**src/rtl/sync_stream_fifo.sv**
```systemverilog
// Single-clock ready/valid FIFO with first-word-fall-through read, occupancy count and flags.
// Define SYNC_STREAM_FIFO_STATS_EN to add the io_highWater / io_overflowCnt statistics outputs.
module sync_stream_fifo #(
    parameter int DATA_WIDTH = 64,
    parameter int DEPTH      = 4,
    parameter int AF_LEVEL   = DEPTH - 1,
    parameter int AE_LEVEL   = 1
) (
    input  logic                        clock,
    input  logic                        reset,
    output logic                        io_enq_ready,
    input  logic                        io_enq_valid,
    input  logic [DATA_WIDTH-1:0]       io_enq_bits,
    input  logic                        io_deq_ready,
    output logic                        io_deq_valid,
    output logic [DATA_WIDTH-1:0]       io_deq_bits,
    input  logic                        io_flush,
    output logic [$clog2(DEPTH):0]      io_count,
    output logic                        io_almostFull,
`ifdef SYNC_STREAM_FIFO_STATS_EN
    output logic [$clog2(DEPTH):0]      io_highWater,
    output logic [15:0]                 io_overflowCnt,
`endif
    output logic                        io_almostEmpty
);
    localparam int AW = $clog2(DEPTH);
    localparam logic [AW:0] ONE  = (AW+1)'(1);
    localparam logic [AW:0] AF_L = (AW+1)'(AF_LEVEL);
    localparam logic [AW:0] AE_L = (AW+1)'(AE_LEVEL);

    logic [DATA_WIDTH-1:0] mem [DEPTH];
    logic [AW:0] wptr, rptr, count;
    logic        full, empty, enq_fire, deq_fire;

    // Pointers carry one extra wrap bit so full and empty are distinguishable.
    assign empty    = (wptr == rptr);
    assign full     = (wptr[AW] != rptr[AW]) && (wptr[AW-1:0] == rptr[AW-1:0]);
    assign io_enq_ready = ~full & ~reset;
    assign io_deq_valid = ~empty;
    assign io_deq_bits  = mem[rptr[AW-1:0]];
    assign enq_fire = io_enq_valid & io_enq_ready;
    assign deq_fire = io_deq_valid & io_deq_ready;

    assign io_count       = count;
    assign io_almostFull  = (count >= AF_L);
    assign io_almostEmpty = (count <= AE_L);

    always_ff @(posedge clock) begin
        if (enq_fire && !io_flush)
            mem[wptr[AW-1:0]] <= io_enq_bits;
    end

    always_ff @(posedge clock) begin
        if (reset || io_flush) begin
            wptr  <= '0;
            rptr  <= '0;
            count <= '0;
        end else begin
            if (enq_fire) wptr <= wptr + ONE;
            if (deq_fire) rptr <= rptr + ONE;
            case ({enq_fire, deq_fire})
                2'b10:   count <= count + ONE;
                2'b01:   count <= count - ONE;
                default: count <= count;
            endcase
        end
    end

`ifdef SYNC_STREAM_FIFO_STATS_EN
    // Statistics survive flush; only reset clears them.
    always_ff @(posedge clock) begin
        if (reset) begin
            io_highWater   <= '0;
            io_overflowCnt <= '0;
        end else begin
            if (count > io_highWater) io_highWater <= count;
            if (io_enq_valid && full && (io_overflowCnt != 16'hFFFF))
                io_overflowCnt <= io_overflowCnt + 16'd1;
        end
    end
`endif

endmodule

```
**config.mk**
```make
export PLATFORM = sky130hd
export DESIGN_NAME = sync_stream_fifo
export DESIGN_NICKNAME = d
export VERILOG_FILES = /design/src/rtl/sync_stream_fifo.sv
export SDC_FILE = /design/constraint.sdc
export NUM_CORES = 1
export LEC_CHECK = 0
export CORE_ASPECT_RATIO = 0.8
export CORE_MARGIN = 8
export CORE_UTILIZATION = 45
export DETAILED_ROUTE_END_ITERATION = 12
export DONT_BUFFER_PORTS = 1
export GPL_TIMING_DRIVEN = 0
export SYNTH_ARGS = -nofsm -noshare
export SYNTH_HDL_FRONTEND = slang
export SYNTH_SLANG_ARGS = --single-unit
```
**constraint.sdc**
```tcl
create_clock -name clock -period 4.8 [get_ports clock]
set_input_delay 0.96 -clock clock [delete_from_list [all_inputs] [get_ports clock]]
set_output_delay 0.96 -clock clock [all_outputs]
set_load 0.03 [all_outputs]
```
==> results.md, run 1 <==
- Run status: finished, final reports clean
- Initial Utilization: 45.3%
- Post-CTS Resized: 0
- R2r setup slk: 1970 ps
- Area of the mapped netlist: 10100 sq um
- Global routing usage on met2: 22.4%
- Fin nets: 558
- Yosys cell types: 34
- Worst min path class: in2reg
- Cell Rows: 49
- Post-Place Cells: 757
- Root Buffer: clkbuf_16
- PnR worst setup slack: 1580 ps
- WHS Endpoint: mem[1][1]
- Post-synthesis instance total: 434
- M3 GR Usage: 6.09%
- Critical path launch point type: flop
- Area delta synth->final: 16.3%
- Hold_sp: io_enq_bits[1]
- Core ar.: 22200 sq um
- Slew Viols, Final: 0
- Worst r2r path cells: 5
- Num CTS Buffers: 26
- Die area: 27400 sq um
- Vias in the first global route: 4737
- Mean cell area of the mapped netlist: 23.2 sq um
- Post-Syn Nets: 513
- H-tree depth: 1
- Via Count: 4414
- Hold Buf Count CTS: 0
- GRT met1 Usage: 16.6%
- Antenna Cells: 0
- Crit end category: output pin
- Non-Filler Instances: 805
- Post-synth EDFFs: 256
- Leakage: 3.65 nW
- IO buf count: 0
- Yosys Warn Count: 0
- Crit Path Category: reg2out
- CTS tree: built
- Global route total overflow: 0
- Share of layout cells above drive strength 1: 27.5%
- Die Wd: 183 microns
- FILL cells: 1738
- Ports: 140
- Sequential share of the synthesized area: 78.7%
- WHS Path Cells: 0
- DRC: 0
- Asr flop ratio synth: 0%
- Chip height: 150 microns
- PwrDens: 415 nW/um^2
- Wire length per cell: 23.6 microns
- Largest net degree at the start of global routing: 18
- Endpoints failing hold: 0
- DPL Wire Length: 13000 microns
- Setup Buffers After CTS: 0
- Post-synthesis register bit count: 267
- Final core occ: 52.7%
- Fin Clk Skew: 24.9 ps
- Antenna Nets Post-Route: 0
- Gr busiest metal: met2
- Critical path required time: 3840 ps
- Ys flop type: edfxtp_1
- Setup violations, final: 0
- Crit-path max FO: 10
- Reg2reg end: mem[3][60]
- RSZ-0062 raised after global routing: false
- Post-DR vias/cell: 5.48
- GPL Wtd Cong: 0.789
- CP arrival: 2260 ps
- Reg clk slew, reported paths: 70 ps
- VDD IR max: 0.000387 V
- First-pass GRT wire length: 28700 microns
- Clock latency at the later pin of the worst-skew pair: 530 ps
- Total GRT Usage: 13.7%
- Antenna violations before repair: 0
- Max-slew headroom: 35.8%
- Final WL: 19000 microns
- Minimum clock period: 3220 ps
- Fin crit share: 67.0%
- Starting DRT DRC Count: 282
- Max Cap Viol: 0
- Slew @ Worst Pin: 953 ps
- Max Freq: 311 MHz
- Pre-CTS WS: 1580 ps
- Clk sink count: 267
- Drt pass-1 iters: 4
- Reg2reg start: wptr[0]
- Max Root-Sink Buffers: 3
==> sequential cells by signal (all words and copies together), names as in the netlist, named ones only <==
signal and cells:
mem 256, io_count 3, rptr 3, wptr 3
==> worst max-delay path, cell delays in order (launching register included) <==
cell and delay (ps):
dfxtp_1 300, buf_2 320, buf_2 420, mux4_2 690
==> synthesized netlist by cell type, types with 5 or more instances <==
library cell | n | area share, %
ha_1 | 10 | 1.2
nor2_1 | 6 | 0.22
a21oi_1 | 6 | 0.30
dfxtp_1 | 11 | 2.2
edfxtp_1 | 256 | 76
xor2_1 | 5 | 0.44
buf_1 | 6 | 0.22
buf_2 | 7 | 0.35
mux4_2 | 64 | 14
nand2_1 | 5 | 0.19
o21ai_0 | 6 | 0.30
inv_1 | 7 | 0.26
==> cell families after synthesis <==
group / synth area share (%)
flops: 78.7
fa+ha+maj: 1.24
compound gates: 1.67
simple gates: 2.20
xor+xnor: 0.772
mux: 14.3
buf+inv: 1.12
==> metal layers <==
layer / routed length (microns) / up-vias
met4: 368 / 0
met5: 0 / -
met1: 7350 / 2310
li1: - / 1928
met2: 9360 / 150
met3: 1950 / 26
==> cell type report <==
type / instances / area, sq um / area share [%]
buffer: 19 / 86.3 / 0.738
inverter: 7 / 26.3 / 0.225
clock buffer: 34 / 722 / 6.17
timing repair buffer: 17 / 343 / 2.93
multi-input combinational: 141 / 2060 / 17.6
tap: 306 / 383 / 3.27
clock inverter: 14 / 170 / 1.45
sequential: 267 / 7910 / 67.6
==> placed cells by master (no fill, tap or decap), types with 2 or more instances in the layout <==
master	instances
a21oi_1	6
clkinv_1	4
clkinvlp_4	2
nor3b_1	2
a211o_1	2
nand2_1	5
mux4_2	64
xor2_1	5
dfxtp_1	11
buf_16	7
buf_1	6
clkbuf_16	27
ha_1	10
clkbuf_1	8
buf_8	10
nand3_1	4
bufinv_16	4
a21o_1	2
nand4_1	4
nor4b_1	4
buf_2	7
edfxtp_1	256
inv_1	7
o211ai_1	2
o21ai_0	6
nor2_1	6
xnor2_1	2
clkbuf_2	2
clkinv_2	4
nor3b_4	4
clkbuf_8	2
a31oi_1	4
==> worst max-delay path by stage <==
stage,start,to,slack (ps),depth (start not counted)
2_1_floorplan,reset,mem[0][0],290,3
3_3_place_gp,reset,mem[2][60],-1860,3
3_5_place_dp,reset,mem[3][60],1580,5
4_1_cts,flop,io_deq_bits[7],1490,3
5_1_grt,flop,io_deq_bits[45],1420,3
6_report,flop,io_deq_bits[11],1580,3
==> through the flow <==
stage | hold WS (ps) | power [mW] | setup TNS (ps) | cell area (sq um)
floorplan | 501 | 2.78 | 0 | 10100
global placement | 514 | 2.81 | -472190 | 10400
detailed placement | 554 | 2.82 | 0 | 10800
CTS | 503 | 4.91 | 0 | 11700
global route | 497 | 5.00 | 0 | 11700
finish | 524 | 4.85 | 0 | 11700
==> power by group <==
group,total [mW],switching (mW),internal [mW],leakage (nW)
Combinational,0.181,0.121,0.0592,0.818
Sequential,2.59,0.0100,2.58,2.40
Clock,2.08,0.811,1.27,0.432
Total,4.85,0.942,3.91,3.65
No activity file was read; power rests on OpenSTA's default activity.
==> run 2, diff against run 1 <==
==> constraint.sdc (replaced) <==
create_clock -name clock -period 2.67 [get_ports clock]
set_input_delay 0.534 -clock clock [delete_from_list [all_inputs] [get_ports clock]]
set_output_delay 0.534 -clock clock [all_outputs]
set_load 0.03 [all_outputs]
==> results.md, run 2 (synthesis results as in run 1) <==
- Run status: finished, final reports clean (unchanged)
- Slew @ Worst Pin: 926 ps (was 953 ps)
- Final WL: 18300 microns (was 19000 microns)
- Cell Rows: 49 (unchanged)
- Leakage: 3.64 nW (was 3.65 nW)
- IO buf count: 0 (unchanged)
- Antenna violations before repair: 0 (unchanged)
- Clock latency at the later pin of the worst-skew pair: 510 ps (was 530 ps)
- Crit Path Category: reg2out (unchanged)
- Share of layout cells above drive strength 1: 28.5% (was 27.5%)
- Critical path required time: 2140 ps (was 3840 ps)
- H-tree depth: 1 (unchanged)
- Max Root-Sink Buffers: 3 (unchanged)
- Initial Utilization: 45.3% (unchanged)
- Post-DR vias/cell: 5.47 (was 5.48)
- Commonest non-fill, non-tap cell in the layout: edfxtp_1 (unchanged)
- Antenna Cells: 0 (unchanged)
- Global route total overflow: 0 (unchanged)
- Max Cap Viol: 0 (unchanged)
- Reg clk slew, reported paths: 60 ps (was 70 ps)
- VDD IR max: 0.000434 V (was 0.000387 V)
- Drt pass-1 iters: 4 (unchanged)
- Global routing usage on met2: 21.2% (was 22.4%)
- CP arrival: 2010 ps (was 2260 ps)
- Starting DRT DRC Count: 225 (was 282)
- Max Freq: 393 MHz
- Crit end category: output pin (unchanged)
- Setup violations, final: 0 (unchanged)
- First-pass GRT wire length: 28000 microns (was 28700 microns)
- Max-slew headroom: 37.6% (was 35.8%)
- Antenna Nets Post-Route: 0 (unchanged)
- Area delta synth->final: 15.7% (was 16.3%)
- Non-Filler Instances: 807 (was 805)
- Endpoints failing hold: 0 (unchanged)
- GPL Wtd Cong: 0.780 (was 0.789)
- Crit-path max FO: 5 (was 10)
- RSZ-0062 raised after global routing: false (unchanged)
- Max reg flops: 256 (unchanged)
- Multi-input combinational cell area: 2080 sq um (was 2060 sq um)
- PwrDens: 713 nW/um^2 (was 415 nW/um^2)
- Fin Clk Skew: 6.75 ps (was 24.9 ps)
- Vias in the first global route: 4699 (was 4737)
- Total GRT Usage: 13.3% (was 13.7%)
- Minimum clock period: 2550 ps
- Largest net degree at the start of global routing: 18 (unchanged)
- Via Count: 4413 (was 4414)
- Worst min path class: in2reg (unchanged)
- Wire length per cell: 22.7 microns (was 23.6 microns)
- Die Wd: 183 microns (unchanged)
- GRT met1 Usage: 16.5% (was 16.6%)
- Sequential cell area: 7910 sq um (about the same)
- Core ar.: 22200 sq um (unchanged)
- Chip height: 150 microns (unchanged)
- Slew Viols, Final: 0 (unchanged)
- Gr busiest metal: met2 (unchanged)
- Root Buffer: clkbuf_16 (unchanged)
- Num CTS Buffers: 26 (unchanged)
- Critical path launch point type: flop (unchanged)
- Ports: 140 (unchanged)
- DRC: 0 (unchanged)
- Fin crit share: 95.4%
- Clk sink count: 267 (unchanged)
- Most frequent cells in the layout: edfxtp_1 (256), mux4_2 (64), clkbuf_16 (28) (was edfxtp_1 (256), mux4_2 (64), clkbuf_16 (27))
- Post-Place Cells: 756 (was 757)
- DPL Wire Length: 12400 microns (was 13000 microns)
- M3 GR Usage: 5.92% (was 6.09%)
- PnR worst setup slack: 124 ps (was 1580 ps)
- FILL cells: 1734 (was 1738)
- Die area: 27400 sq um (unchanged)
- Fin nets: 560 (was 558)
- Hold Buf Count CTS: 0 (unchanged)
- CTS tree: built (unchanged)
- Pre-CTS WS: -48.5 ps (was 1580 ps)
-- run 2: cell types whose count changed in the layout (fill, tap and decap cells not counted), moves of 2 or more --
cell	previous run	this run
buf_4	1	9
clkinvlp_4	2	0
buf_1	6	0
buf_8	10	13
buf_16	7	3
bufinv_16	4	0
clkbuf_1	8	13
-- run 2: what timing repair did --
item,CTS,global route
resized for setup,13,0
endpoints found under the setup margin,90,0
buffers inserted,3,0
-- run 2: cell type report --
type	instances	share of cell area, %
Sequential cell	267	68.0
Multi-Input combinational cell	141	17.9
Clock buffer	39	6.28
Tap cell	306	3.29
Timing Repair Buffer	19	2.69
Buffer	19	1.25
Clock inverter	9	0.344
Inverter	7	0.226
-- run 2: report_power, final --
part	internal, mW	total, mW	switching [mW]
Clock	1.88	3.31	1.42
Combinational	0.109	0.324	0.215
Sequential	4.64	4.66	0.0183
-- run 2: worst max-delay path, cell delays in order, from the launching register on --
cell     delay, ps
dfxtp_1        600
inv_1          140
o21ai_0        760
-- run 2: per-layer routing --
metal | vias up | share of wire, %
li1 | 1935 | -
met1 | 2316 | 40
met2 | 135 | 48
met3 | 27 | 10
met4 | 0 | 2.0
met5 | - | 0
-- run 2: final timing paths --
| kind | slack [ps] | end | cells past startpoint | startpoint |
|---|---|---|---|---|
| min | 110 | mem[1][5] | 0 | io_enq_bits[5] |
| max | 120 | io_almostFull | 2 | io_count[0] |
| min reg2reg | 560 | rptr[2] | 2 | rptr[2] |
| max reg2reg | 180 | mem[1][27] | 5 | wptr[0] |
-- run 2: per-stage QoR --
step                util (%)  power [mW]  setup TNS (ps)  hold slack [ps]  instance area, sq um
floorplan                  -        5.01         -122940              501                 10100
global placement        47.4        5.06         -452140              519                 10500
detailed placement      48.6        5.07           -1060              534                 10800
CTS                     52.4        8.39               0             88.4                 11600
global route            52.4        8.55               0             84.9                 11600
finish                  52.4        8.29               0              110                 11600
==> run 3, diff against run 2 <==
--- a/config.mk
+++ b/config.mk
@@ -11,6 +11,7 @@
 export DETAILED_ROUTE_END_ITERATION = 12
 export DONT_BUFFER_PORTS = 1
 export GPL_TIMING_DRIVEN = 0
+export PLACE_DENSITY = 0.74
 export SYNTH_ARGS = -nofsm -noshare
 export SYNTH_HDL_FRONTEND = slang
 export SYNTH_SLANG_ARGS = --single-unit
==> results.md, run 3 (synthesis results as in run 1) <==
- Reg clk slew, reported paths: 60 ps (about the same)
- Minimum clock period: 2530 ps (was 2550 ps)
- FILL cells: 1730 (was 1734)
- Clk sink count: 267 (unchanged)
- Worst min path class: in2reg (unchanged)
- Routed met3 length: 1960 microns (was 1830 microns)
- GPL Wtd Cong: 0.824 (was 0.780)
- Chip height: 150 microns (unchanged)
- Psw: 1.67 mW (was 1.66 mW)
- Max reg flops: 256 (unchanged)
- Endpoints failing hold: 0 (unchanged)
- PwrDens: 723 nW/um^2 (was 713 nW/um^2)
- Antenna violations before repair: 0 (unchanged)
- Hold slack final: 109 ps (was 110 ps)
- Hold_sp: io_enq_bits[43] (was io_enq_bits[5])
- Max Freq: 396 MHz (was 393 MHz)
- First-pass GRT wire length: 29200 microns (was 28000 microns)
- Fin Clk Skew: 10.0 ps (was 6.75 ps)
- Num CTS Buffers: 26 (unchanged)
- Slew @ Worst Pin: 763 ps (was 926 ps)
- Run status: finished, final reports clean (unchanged)
- Final Power: 8.46 mW (was 8.29 mW)
- Clock latency at the later pin of the worst-skew pair: 520 ps (was 510 ps)
- Antenna Nets Post-Route: 0 (unchanged)
- Pint: 6.79 mW (was 6.63 mW)
- Initial Utilization: 45.3% (unchanged)
- DR WL met2: 9140 microns (was 8720 microns)
- Final WL: 19000 microns (was 18300 microns)
- Largest net degree at the start of global routing: 18 (unchanged)
- Core ar.: 22200 sq um (unchanged)
- Fin nets: 557 (was 560)
- CP arrival: 1990 ps (was 2010 ps)
- Critical path required time: 2140 ps (about the same)
- Most frequent cells in the layout: edfxtp_1 (256), mux4_2 (64), clkbuf_16 (28) (unchanged)
- Top Layer Used: met4 (unchanged)
- Final core occ: 52.7% (was 52.4%)
- Share of layout cells above drive strength 1: 28.5% (about the same)
- Ports: 140 (unchanged)
- CTS tree: built (unchanged)
- Leakage: 3.66 nW (was 3.64 nW)
- Setup TNS: 0 ps (unchanged)
- Wire length on met1: 7550 microns (was 7420 microns)
- WHS Endpoint: mem[2][43] (was mem[1][5])
- Commonest non-fill, non-tap cell in the layout: edfxtp_1 (unchanged)
- RSZ-0062 raised after global routing: false (unchanged)
- DPL Wire Length: 12900 microns (was 12400 microns)
- Sw Ratio: 19.8% (was 20.0%)
- Wire length per cell: 23.6 microns (was 22.7 microns)
- Worst r2r path cells: 5 (unchanged)
- R2r setup slk: 180 ps (about the same)
- Post-DR vias/cell: 5.48 (was 5.47)
- Max Root-Sink Buffers: 3 (unchanged)
- Crit Path Category: reg2out (unchanged)
- Critical path launch point type: flop (unchanged)
- Max Cap Viol: 0 (unchanged)
- Reg2reg end: mem[0][19] (was mem[1][27])
- Die Wd: 183 microns (unchanged)
- Die area: 27400 sq um (unchanged)
- Non-Filler Instances: 804 (was 807)
- Max-slew headroom: 49.1% (was 37.6%)
- Area delta synth->final: 16.3% (was 15.7%)
- H-tree depth: 1 (unchanged)
- Sequential Power Share: 55.1% (was 56.2%)
- WHS Path Cells: 0 (unchanged)
- VDD IR max: 0.000562 V (was 0.000434 V)
- Vias in the first global route: 4862 (was 4699)
- Total GRT Usage: 13.9% (was 13.3%)
- Crit-path max FO: 10 (was 5)
- Combinational share of power: 3.9% (about the same)
- Starting DRT DRC Count: 284 (was 225)
- Fin crit share: 94.7% (was 95.4%)
- Global route total overflow: 0 (unchanged)
- Clock power frac: 41.0% (was 39.9%)
- Hold Buf Count CTS: 0 (unchanged)
- Setup violations, final: 0 (unchanged)
- Crit end category: output pin (unchanged)
- Post-Place Cells: 756 (unchanged)
- DRC: 0 (unchanged)
- Cell Rows: 49 (unchanged)
- Drt pass-1 iters: 4 (unchanged)
- Root Buffer: clkbuf_16 (unchanged)
- Reg2reg start: wptr[0] (unchanged)
- Slew Viols, Final: 0 (unchanged)
- Sequential cell area: 7910 sq um (unchanged)
- Via Count: 4408 (was 4413)
- Multi-input combinational cell area: 2090 sq um (was 2080 sq um)
- IO buf count: 0 (unchanged)
- Antenna Cells: 0 (unchanged)
==> run 3: layout make-up <==
class | count | area share (%)
buffer | 19 | 1.24
clock buffer | 34 | 6.00
timing repair buffer | 16 | 2.80
tap | 306 | 3.27
clock inverter | 14 | 0.952
inverter | 7 | 0.225
sequential | 267 | 67.6
multi-input combinational | 141 | 17.9
==> run 3: timing repair <==
item                       in CTS  in global routing
setup endpoints to repair      61                  2
buffers inserted                0                  0
resized for setup              13                  2
==> run 3: how the worst max path moves through the flow <==
stage,slack [ps],startpoint,depth (start not counted),endpoint
after floorplan,-480,reset,3,mem[3][0]
after global placement,-1740,rptr[2],3,mem[3][15]
after detailed placement,200,wptr[0],5,mem[0][19]
final,140,flop,3,io_deq_bits[40]
after global routing,4,flop,3,io_deq_bits[11]
after CTS,40,io_count[0],2,io_almostFull
==> run 3: stage by stage <==
step / setup WS (ps) / cell area [sq um]
6_report: 143 / 11700
5_1_grt: 3.81 / 11700
4_1_cts: 42.2 / 11700
3_5_place_dp: 197 / 10800
3_3_place_gp: -1740 / 10500
2_1_floorplan: -480 / 10100
==> run 3: metal layers <==
| metal | up-vias | GRT usage (%) |
|---|---|---|
| met3 | 29 | 5.68 |
| met4 | 0 | 3.13 |
| li1 | 1925 | - |
| met2 | 156 | 22.5 |
| met5 | - | 0 |
| met1 | 2298 | 17.3 |
==> run 3: power groups by stage <==
stage	clock network (mW)	registers [mW]	logic, mW
CTS	3.57	4.66	0.336
floorplan	0	4.74	0.263
global placement	0	4.75	0.307
global route	3.73	4.66	0.349
detailed placement	0	4.75	0.333
finish	3.47	4.66	0.329
==> run 3: worst max-delay path: stages (launching register included) <==
cell	delay, ps
dfxtp_1	300
buf_4	220
buf_4	290
mux4_2	660
